`src/rtl/pio_in_debounced.sv`:
```
// pio_in_debounced: Avalon-MM input port for push-buttons and slide switches.
// Each channel has a two-flop synchroniser, an optional debouncer, and an edge detector.
// The port also has a per-bit interrupt mask and a write-1-to-clear edge-capture register.
// Define PIO_IN_DEBOUNCE_EN to build the per-channel debounce counters.
// Without it, the synchronised input feeds `stable` directly.

// Input path for one channel: synchroniser, debouncer (optional), edge detector.
module pio_in_chan #(
    parameter int   DEBOUNCE_CYCLES = 50000,
    parameter int   EDGE_MODE       = 0,
    parameter logic IDLE            = 1'b1
) (
    input  logic clk,
    input  logic reset_n,
    input  logic raw,
    output logic sync,
    output logic stable,
    output logic edge_hit
);
    logic sync1;
    logic stable_d;

    // Two-flop synchroniser for the asynchronous pin.
    always_ff @(posedge clk or negedge reset_n) begin
        if (!reset_n) begin
            sync1 <= IDLE;
            sync  <= IDLE;
        end else begin
            sync1 <= raw;
            sync  <= sync1;
        end
    end

`ifdef PIO_IN_DEBOUNCE_EN
    localparam int            CW   = $clog2(DEBOUNCE_CYCLES + 1);
    localparam logic [CW-1:0] LAST = CW'(DEBOUNCE_CYCLES - 1);

    logic [CW-1:0] cnt;

    // Accept a new level only after it has differed from `stable` for DEBOUNCE_CYCLES clocks.
    // Any return to the old level restarts the count from zero.
    always_ff @(posedge clk or negedge reset_n) begin
        if (!reset_n) begin
            cnt    <= '0;
            stable <= IDLE;
        end else if (sync == stable) begin
            cnt <= '0;
        end else if (cnt == LAST) begin
            cnt    <= '0;
            stable <= sync;
        end else begin
            cnt <= cnt + CW'(1);
        end
    end
`else
    // No debouncing: `stable` follows the synchroniser one clock later.
    always_ff @(posedge clk or negedge reset_n) begin
        if (!reset_n) stable <= IDLE;
        else          stable <= sync;
    end
`endif

    // Delayed copy of `stable` for edge detection.
    // Resetting it to IDLE keeps reset from producing a false edge.
    always_ff @(posedge clk or negedge reset_n) begin
        if (!reset_n) stable_d <= IDLE;
        else          stable_d <= stable;
    end

    if (EDGE_MODE == 0) begin : g_rise
        assign edge_hit = stable & ~stable_d;
    end else if (EDGE_MODE == 1) begin : g_fall
        assign edge_hit = ~stable & stable_d;
    end else begin : g_any
        assign edge_hit = stable ^ stable_d;
    end
endmodule

// Top level: one channel per input pin, plus the register file and the interrupt.
module pio_in_debounced #(
    parameter int WIDTH           = 4,
    parameter int DEBOUNCE_CYCLES = 50000,
    parameter int EDGE_MODE       = 0,
    parameter int IDLE_LEVEL      = 1
) (
    input  logic             clk,
    input  logic             reset_n,
    input  logic [1:0]       address,
    input  logic             chipselect,
    input  logic             write_n,
    input  logic [31:0]      writedata,
    input  logic [WIDTH-1:0] in_port,
    output logic [31:0]      readdata,
    output logic             irq
);
    logic [WIDTH-1:0] sync2;
    logic [WIDTH-1:0] stable;
    logic [WIDTH-1:0] edge_hit;
    logic [WIDTH-1:0] edge_capture;
    logic [WIDTH-1:0] irq_mask;
    logic [WIDTH-1:0] cap_clr;
    logic [31:0]      rd_mux;
    logic             wr;
    logic             unused_wd;

    if (WIDTH < 1 || WIDTH > 32 || DEBOUNCE_CYCLES < 1 || EDGE_MODE < 0 || EDGE_MODE > 2) begin : g_bad_cfg
        $error("pio_in_debounced: illegal parameter value");
    end

    for (genvar i = 0; i < WIDTH; i++) begin : g_chan
        pio_in_chan #(
            .DEBOUNCE_CYCLES (DEBOUNCE_CYCLES),
            .EDGE_MODE       (EDGE_MODE),
            .IDLE            (1'(IDLE_LEVEL))
        ) u_chan (
            .clk      (clk),
            .reset_n  (reset_n),
            .raw      (in_port[i]),
            .sync     (sync2[i]),
            .stable   (stable[i]),
            .edge_hit (edge_hit[i])
        );
    end

    assign wr        = chipselect && !write_n;
    assign cap_clr   = (wr && address == 2'd3) ? writedata[WIDTH-1:0] : '0;
    // Only the low WIDTH bits of writedata are meaningful.
    assign unused_wd = ^writedata;

    // Interrupt mask register (address 2).
    always_ff @(posedge clk or negedge reset_n) begin
        if (!reset_n)                   irq_mask <= '0;
        else if (wr && address == 2'd2) irq_mask <= writedata[WIDTH-1:0];
    end

    // Edge capture: a new edge wins over a same-clock write-1-to-clear, so no edge is lost.
    always_ff @(posedge clk or negedge reset_n) begin
        if (!reset_n) edge_capture <= '0;
        else          edge_capture <= (edge_capture & ~cap_clr) | edge_hit;
    end

    // Read mux. Unused upper bits are zero-extended.
    always_comb begin
        rd_mux = '0;
        case (address)
            2'd0:    rd_mux = 32'(stable);
            2'd1:    rd_mux = 32'(sync2);
            2'd2:    rd_mux = 32'(irq_mask);
            default: rd_mux = 32'(edge_capture);
        endcase
    end

    // Read data is registered every clock, whether or not the slave is selected.
    always_ff @(posedge clk or negedge reset_n) begin
        if (!reset_n) readdata <= '0;
        else          readdata <= rd_mux;
    end

    assign irq = |(edge_capture & irq_mask);
endmodule

```
`config.mk`:
```
export PLATFORM = sky130hd
export DESIGN_NAME = pio_in_debounced
export DESIGN_NICKNAME = d
export VERILOG_FILES = /design/src/rtl/pio_in_debounced.sv
export SDC_FILE = /design/constraint.sdc
export NUM_CORES = 1
export LEC_CHECK = 0
export ABC_AREA = 1
export BUFFER_PORTS_ARGS = -buffer_cell sky130_fd_sc_hd__buf_2
export CAP_MARGIN = 5
export CORE_MARGIN = 5
export CORE_UTILIZATION = 35
export CTS_BUF_LIST = sky130_fd_sc_hd__clkbuf_16
export DETAILED_ROUTE_END_ITERATION = 8
export PLACE_DENSITY_LB_ADDON = 0.12
export REMOVE_ABC_BUFFERS = 1
export SETUP_SLACK_MARGIN = 0.3
export SLEW_MARGIN = 20
export SYNTH_ARGS = -nofsm -noshare
export SYNTH_HDL_FRONTEND = slang
export SYNTH_SLANG_ARGS = --single-unit
export TNS_END_PERCENT = 20
```
`constraint.sdc`:
```
create_clock -name clk -period 0.9 [get_ports clk]
set_clock_uncertainty 0.1 [all_clocks]
set_input_delay 0 -clock clk [delete_from_list [all_inputs] [get_ports clk]]
set_output_delay 0 -clock clk [all_outputs]
set_load 0.005 [all_outputs]
```
==> results.toml, run 1 <==
[outcome]
outcome = "complete, but fails checks"
failed_checks = "negative hold slack, negative setup slack"

[sta]
finalCritPeriodShare_pct = 119
tns_ns = -0.661
layout_setup_ws_ns = -0.170
rsz0062_at_grt = "true"
holdWs_ns = -0.0909
hold_violations = 8
slew_violations = 0
finalSetupViolations = 8
max_freq_mhz = 935
period_needed_ns = 1.07

[final_layout]
nNetsFinal = 208
area_growth_pct = 26.2
diodes = 0
final_area_mm2 = 0.00159
drive_gt1_share_pct = 44.5
final_cells = 210
layout_common_cells = "28 x conb_1, 24 x nand2_1, 18 x buf_2"
mostFrequentLayoutCell = "conb_1"

[global_route]
grt_pass1_wl_um = 3920
grtUsageTotal_pct = 10.1
grt_max_degree = 29
grt-ovfl-total = 0
grt_pass1_vias = 834
grt_antenna_before_repair = 0

[cts]
clk-insertion-delay-late_ns = 0.26
ctsHoldBuffers = 5
cts_htree_levels = 1
cts.path.max_buffers = 2
cts_tree = "done"
clk_pin_slew_ns = 0.06
cts-root-buf = "clkbuf_16"
numCtsBuffers = 3
numClockSinks = 28

[power_and_ir_drop]
p_int_mw = 2.22
power_leakage_nw = 0.782
ir_worst_vdd_mv = 0.694
p_per_area_mw_per_mm2 = 1810
clkPwrFrac_pct = 33.2
swShare_pct = 23.0
pwr-share-comb_pct = 16.7
seqPwrFrac_pct = 50.1
switchingPower_mw = 0.661

[synthesis]
synth.distinct_cells = 14
syn_inst = 125
synth_area_leaders = "dfstp_2 33%, dfrtp_1 24%, buf_4 17%, nand2_1 8.4%, nand3_1 8.0%"
yosysSeqAreaShare_pct = 57.3
synth-compound-area-share_pct = 0
synth_xor_area_share_pct = 0
syn_area_per_cell_um2 = 10.1
ys_seq_elements = 28
synthMuxAreaShare_pct = 0
synth_top_area_share_pct = 33.4
yosys.area_share.simple_pct = 21.7
synth_area_mm2 = 0.00126
synth-adder-area-share_pct = 0
netlist.top_cell.by_area = "dfstp_2"
synth_top_family_by_area = "simple AND/OR/NAND/NOR gates"
yosys_warnings = 0

[floorplanning]
core_area_mm2 = 0.00342
dieHeight_um = 69.9
ios = 75
initial_utilization_pct = 36.8
rows = 21
die_w_um = 69.9
die_area_mm2 = 0.00489

[min_path]
hold_depth = 3
min_path_type = "in -> reg"

[worst_setup_path]
endpoint_kind = "output pin"
cpMaxStageDelayCell = "dfrtp_1"
cpPeakStageDelay_ns = 0.39
critPathBufInv = 1
crit_fanout = 2
worstSetupPathType = "reg -> out"
reg2reg_depth = 4
crit_chain = "nand2_1 > nand4_1 > buf_2"
cp.depth = 3
worstPathArrival_ns = 0.97
cp-start-kind = "flop"
crit_family = "flip-flops"
worst-endpoint-required_ns = 0.80

[placed_design]
io_buffers = 18
hpwl_um = 1570
gp_congestion = 0.750
placed_cells = 190
dpl-instance-area_mm2 = 0.00132

[routing]
routedWlPerCell_um = 11.0
routed_wl_um = 2310
vias_per_cell = 4.11
drt_pre_antenna_iters = 4
num_vias = 864
antenna_left = 0
drc = 0
drt_first_iter_violations = 28

[run]
maxCapViolCount = 0
[worst min-delay path, delay by kind of cell]
family / cells / cell delay [ns]
and+or+nand+nor: 2 / 0.14
buffers and inverters: 1 / 0.09
[routing by layer]
layer,vias up,track usage [%],wire length (um)
met5,-,0,0
met4,0,6.81,58
met3,5,1.87,226
met2,41,14.8,1050
met1,399,13.6,972
li1,419,-,-
[Yosys cell counts, drive strengths merged]
| cell type | number |
|---|---|
| dfstp | 16 |
| nor2 | 3 |
| clkinv | 1 |
| nand2 | 30 |
| inv | 7 |
| nand4 | 5 |
| conb | 1 |
| buf | 30 |
| dfrtp | 12 |
| nand3 | 20 |
[worst paths after layout]
| check | start | endpoint | slack [ns] |
|---|---|---|---|
| setup / recovery | irq_mask[1] | irq | -0.17 |
| hold / removal | writedata[0] | irq_mask[0] | -0.09 |
| setup reg to reg | irq_mask[1] | readdata[1] | -0.12 |
| hold reg to reg | g_chan[1].u_chan.sync1 | g_chan[1].u_chan.sync | 0.26 |
| max in group asynchronous | reset_n | g_chan[1].u_chan.stable_d | 0.36 |
| min in group asynchronous | reset_n | edge_capture[3] | 0.12 |
[timing repair]
item,in CTS,in global routing
endpoints found under the hold margin,40,7
endpoints found under the setup margin,29,29
buffers inserted,7,5
gates cloned,0,0
resized for setup,3,12
pin swaps,11,5
[registers in the layout, indices dropped and copies added (netlist names)]
name                    count
irq_mask                    4
g_chan.u_chan.stable_d      4
readdata                    4
g_chan.u_chan.sync          4
g_chan.u_chan.sync1         4
g_chan.u_chan.stable        4
edge_capture                4
[power groups by stage]
stage,registers (mW),clock network (mW),logic (mW)
6_report,1.44,0.955,0.481
5_1_grt,1.45,1.04,0.548
4_1_cts,1.44,0.991,0.405
3_5_place_dp,1.47,0,0.300
3_3_place_gp,1.47,0,0.294
2_1_floorplan,1.46,0,0.144
[cell families after synthesis]
logic type,Yosys count
and+or+nand+nor,58
DFF,28
buffers and inverters,38
other,1
[stage by stage]
step                power (mW)  util, %  worst slack, ns
finish                    2.88     46.4           -0.170
global route              3.04     46.4           -0.228
CTS                       2.84     44.2           -0.176
detailed placement        1.77     38.6          -0.0155
global placement          1.76     38.6           0.0265
floorplan                 1.60        -           0.0817
[cell type report]
cell class	count	area, um^2
Timing Repair Buffer	39	284
Inverter	8	31.3
Sequential cell	28	721
Multi-Input combinational cell	86	418
Tap cell	46	57.6
Clock buffer	3	75.1
Fill cell	323	1830
(Power assumes the default switching activity.)
==> run 2, diff against run 1 <==
--- a/config.mk
+++ b/config.mk
@@ -5,7 +5,6 @@
 export SDC_FILE = /design/constraint.sdc
 export NUM_CORES = 1
 export LEC_CHECK = 0
-export ABC_AREA = 1
 export BUFFER_PORTS_ARGS = -buffer_cell sky130_fd_sc_hd__buf_2
 export CAP_MARGIN = 5
 export CORE_MARGIN = 5
==> run 2 against run 1 <==
Against the previous run:
- the run still ends with negative hold slack, negative setup slack left
- critical endpoint unchanged
- clock-buffer cell count stayed put
- flip-flop and latch count stayed put
- sequential share of layout area is 0.60 points lower
- utilization is 0.99 points higher
- largest power group unchanged
- final cell count is 17% lower
- worst setup slack worse by 0.19 ns
- register-to-register slack worse by 0.18 ns
==> results.toml, run 2 <==
[synthesis]
syn_area_per_cell_um2 = 14.4
ys_async_sr_fraction_pct = 100
syn_inst = 86
synth.distinct_cells = 13
synth_commonest_cells = "28 x buf_4, 16 x dfstp_2, 12 x dfrtp_1"
ys_seq_elements = 28
yosys_warnings = 0
synth_edf_count = 0
synth_area_leaders = "dfstp_2 34%, dfrtp_1 24%, buf_4 17%, mux4_1 8.5%, mux2_4 4.9%"
synth_flop_cell = "dfstp_2"
netlist.top_cell.by_area = "dfstp_2"
synth_area_mm2 = 0.00124
yosysSeqAreaShare_pct = 58.3
synth.most_common_cell = "buf_4"
synth_top_area_share_pct = 34.0

[worst_setup_path]
worstSetupPathType = "reg -> out"
reg2reg_from = "irq_mask[2]"
cpMaxStageDelayCell = "dfrtp_1"
cp-start-kind = "flop"
worstPathArrival_ns = 1.16
crit_fanout = 2
reg2reg_to = "irq_mask[2]"
reg2reg_depth = 4
cpPeakStageDelay_ns = 0.38
ff2ff_setup_slack_ns = -0.30
crit_chain = "buf_6 > a22oi_2 > nand2_1 > buf_2"
endpoint_kind = "output pin"
worst-endpoint-required_ns = 0.80

[placed_design]
hpwl_um = 1640
dpl-instance-area_mm2 = 0.00142
gp_congestion = 0.729
io_buffers = 18
placed_cells = 165

[global_route]
grt-ovfl-total = 0
grt_pass1_wl_um = 3450
grt_max_degree = 18
grt_antenna_before_repair = 0
grt_pass1_vias = 682
grtUsageTotal_pct = 9.02

[final_layout]
final_cells = 174
mostFrequentLayoutCell = "conb_1"
diodes = 0
layout_common_cells = "28 x conb_1, 18 x buf_2, 16 x dfstp_2"
drive_gt1_share_pct = 57.8
fin_util_pct = 47.4
final_area_mm2 = 0.00161
area_growth_pct = 30.1
nNetsFinal = 172

[sta]
finalSetupViolations = 13
max_freq_mhz = 792
hold_violations = 36
period_needed_ns = 1.26
finalCritPeriodShare_pct = 140
rsz0062_at_grt = "true"
layout_setup_ws_ns = -0.362
slew_violations = 0
holdWs_ns = -0.484

[routing]
drt_first_iter_violations = 32
num_vias = 702
antenna_left = 0
vias_per_cell = 4.03
drc = 0
routedWlPerCell_um = 12.4
routed_wl_um = 2160
drt_pre_antenna_iters = 3

[cts]
cts.path.max_buffers = 2
numCtsBuffers = 3
cts-root-buf = "clkbuf_16"
cts_tree = "done"
clk_pin_slew_ns = 0.06
clk-insertion-delay-late_ns = 0.26
numClockSinks = 28
ctsHoldBuffers = 4
cts_htree_levels = 1

[power_and_ir_drop]
finalPower_mw = 2.92
ir_worst_vdd_mv = 0.643
power_leakage_nw = 0.763
p_per_area_mw_per_mm2 = 1820

[floorplanning]
die_w_um = 69.4
ios = 75
core_area_mm2 = 0.00339
initial_utilization_pct = 36.5
rows = 21
die_area_mm2 = 0.00482
dieHeight_um = 69.4

[outcome]
failed_checks = "negative hold slack, negative setup slack"
outcome = "complete, but fails checks"

[run]
maxCapViolCount = 0

[min_path]
min_path_type = "in -> async"
-- run 2: layer usage --
metal,part of all wire [%],vias to the layer above,track usage (%)
met5,0,-,0
met4,0.79,0,3.25
met3,11,2,3.19
met2,43,40,13.5
met1,45,343,12.0
li1,-,317,-
-- run 2: worst max path at each step --
stage / start / endpoint / slack (ns) / cells after the start
final: irq_mask[2] / irq / -0.36 / 4
after global routing: irq_mask[2] / irq / -0.43 / 4
after CTS: irq_mask[2] / irq / -0.37 / 4
after detailed placement: address[0] / irq_mask[1] / -0.18 / 3
after global placement: address[0] / irq_mask[1] / -0.18 / 3
after floorplan: irq_mask[1] / readdata[1] / -0.18 / 1
-- run 2: final cells by class --
type	count	area [um^2]
timing repair buffer	40	324
multi-input combinational	49	400
clock buffer	3	75.1
sequential	28	721
tap	46	57.6
fill	312	1780
inverter	8	30.0
-- run 2: critical path, delay by kind of cell (launching register included) --
family / cells / cell delay, ns
DFF: 1 / 0.38
and+or+nand+nor: 1 / 0.09
buffers and inverters: 2 / 0.25
AOI/OAI and AO/OA: 1 / 0.18
-- run 2: cells by family (layout without fill, tap and decap cells) --
logic type | Yosys count | after routing | share of synthesized area, %
muxes | 8 | 8 | 13.4
buffers and inverters | 36 | 51 | 19.4
and+or+nand+nor | 7 | 7 | 4.55
DFF | 28 | 28 | 58.3
AOI/OAI and AO/OA | 6 | 6 | 4.05
other | 1 | 28 | 0.303
-- run 2: timing repair --
item	4_1_cts	5_1_grt
setup buffers	1	1
endpoints found under the hold margin	40	27
endpoints found under the setup margin	29	29
pin swaps	6	1
gates resized for setup	17	5
-- run 2: where the power goes --
group	leakage, nW	internal, mW	switching (mW)
registers	0.297	1.39	0.0523
clock network	0.0370	0.588	0.373
logic	0.429	0.322	0.194
-- run 2: through the flow --
step           setup slack, ns  TNS [ns]
2_1_floorplan           -0.178    -0.693
3_3_place_gp            -0.178     -1.88
3_5_place_dp            -0.179     -1.93
4_1_cts                 -0.373     -1.89
5_1_grt                 -0.434     -2.29
6_report                -0.362     -1.93
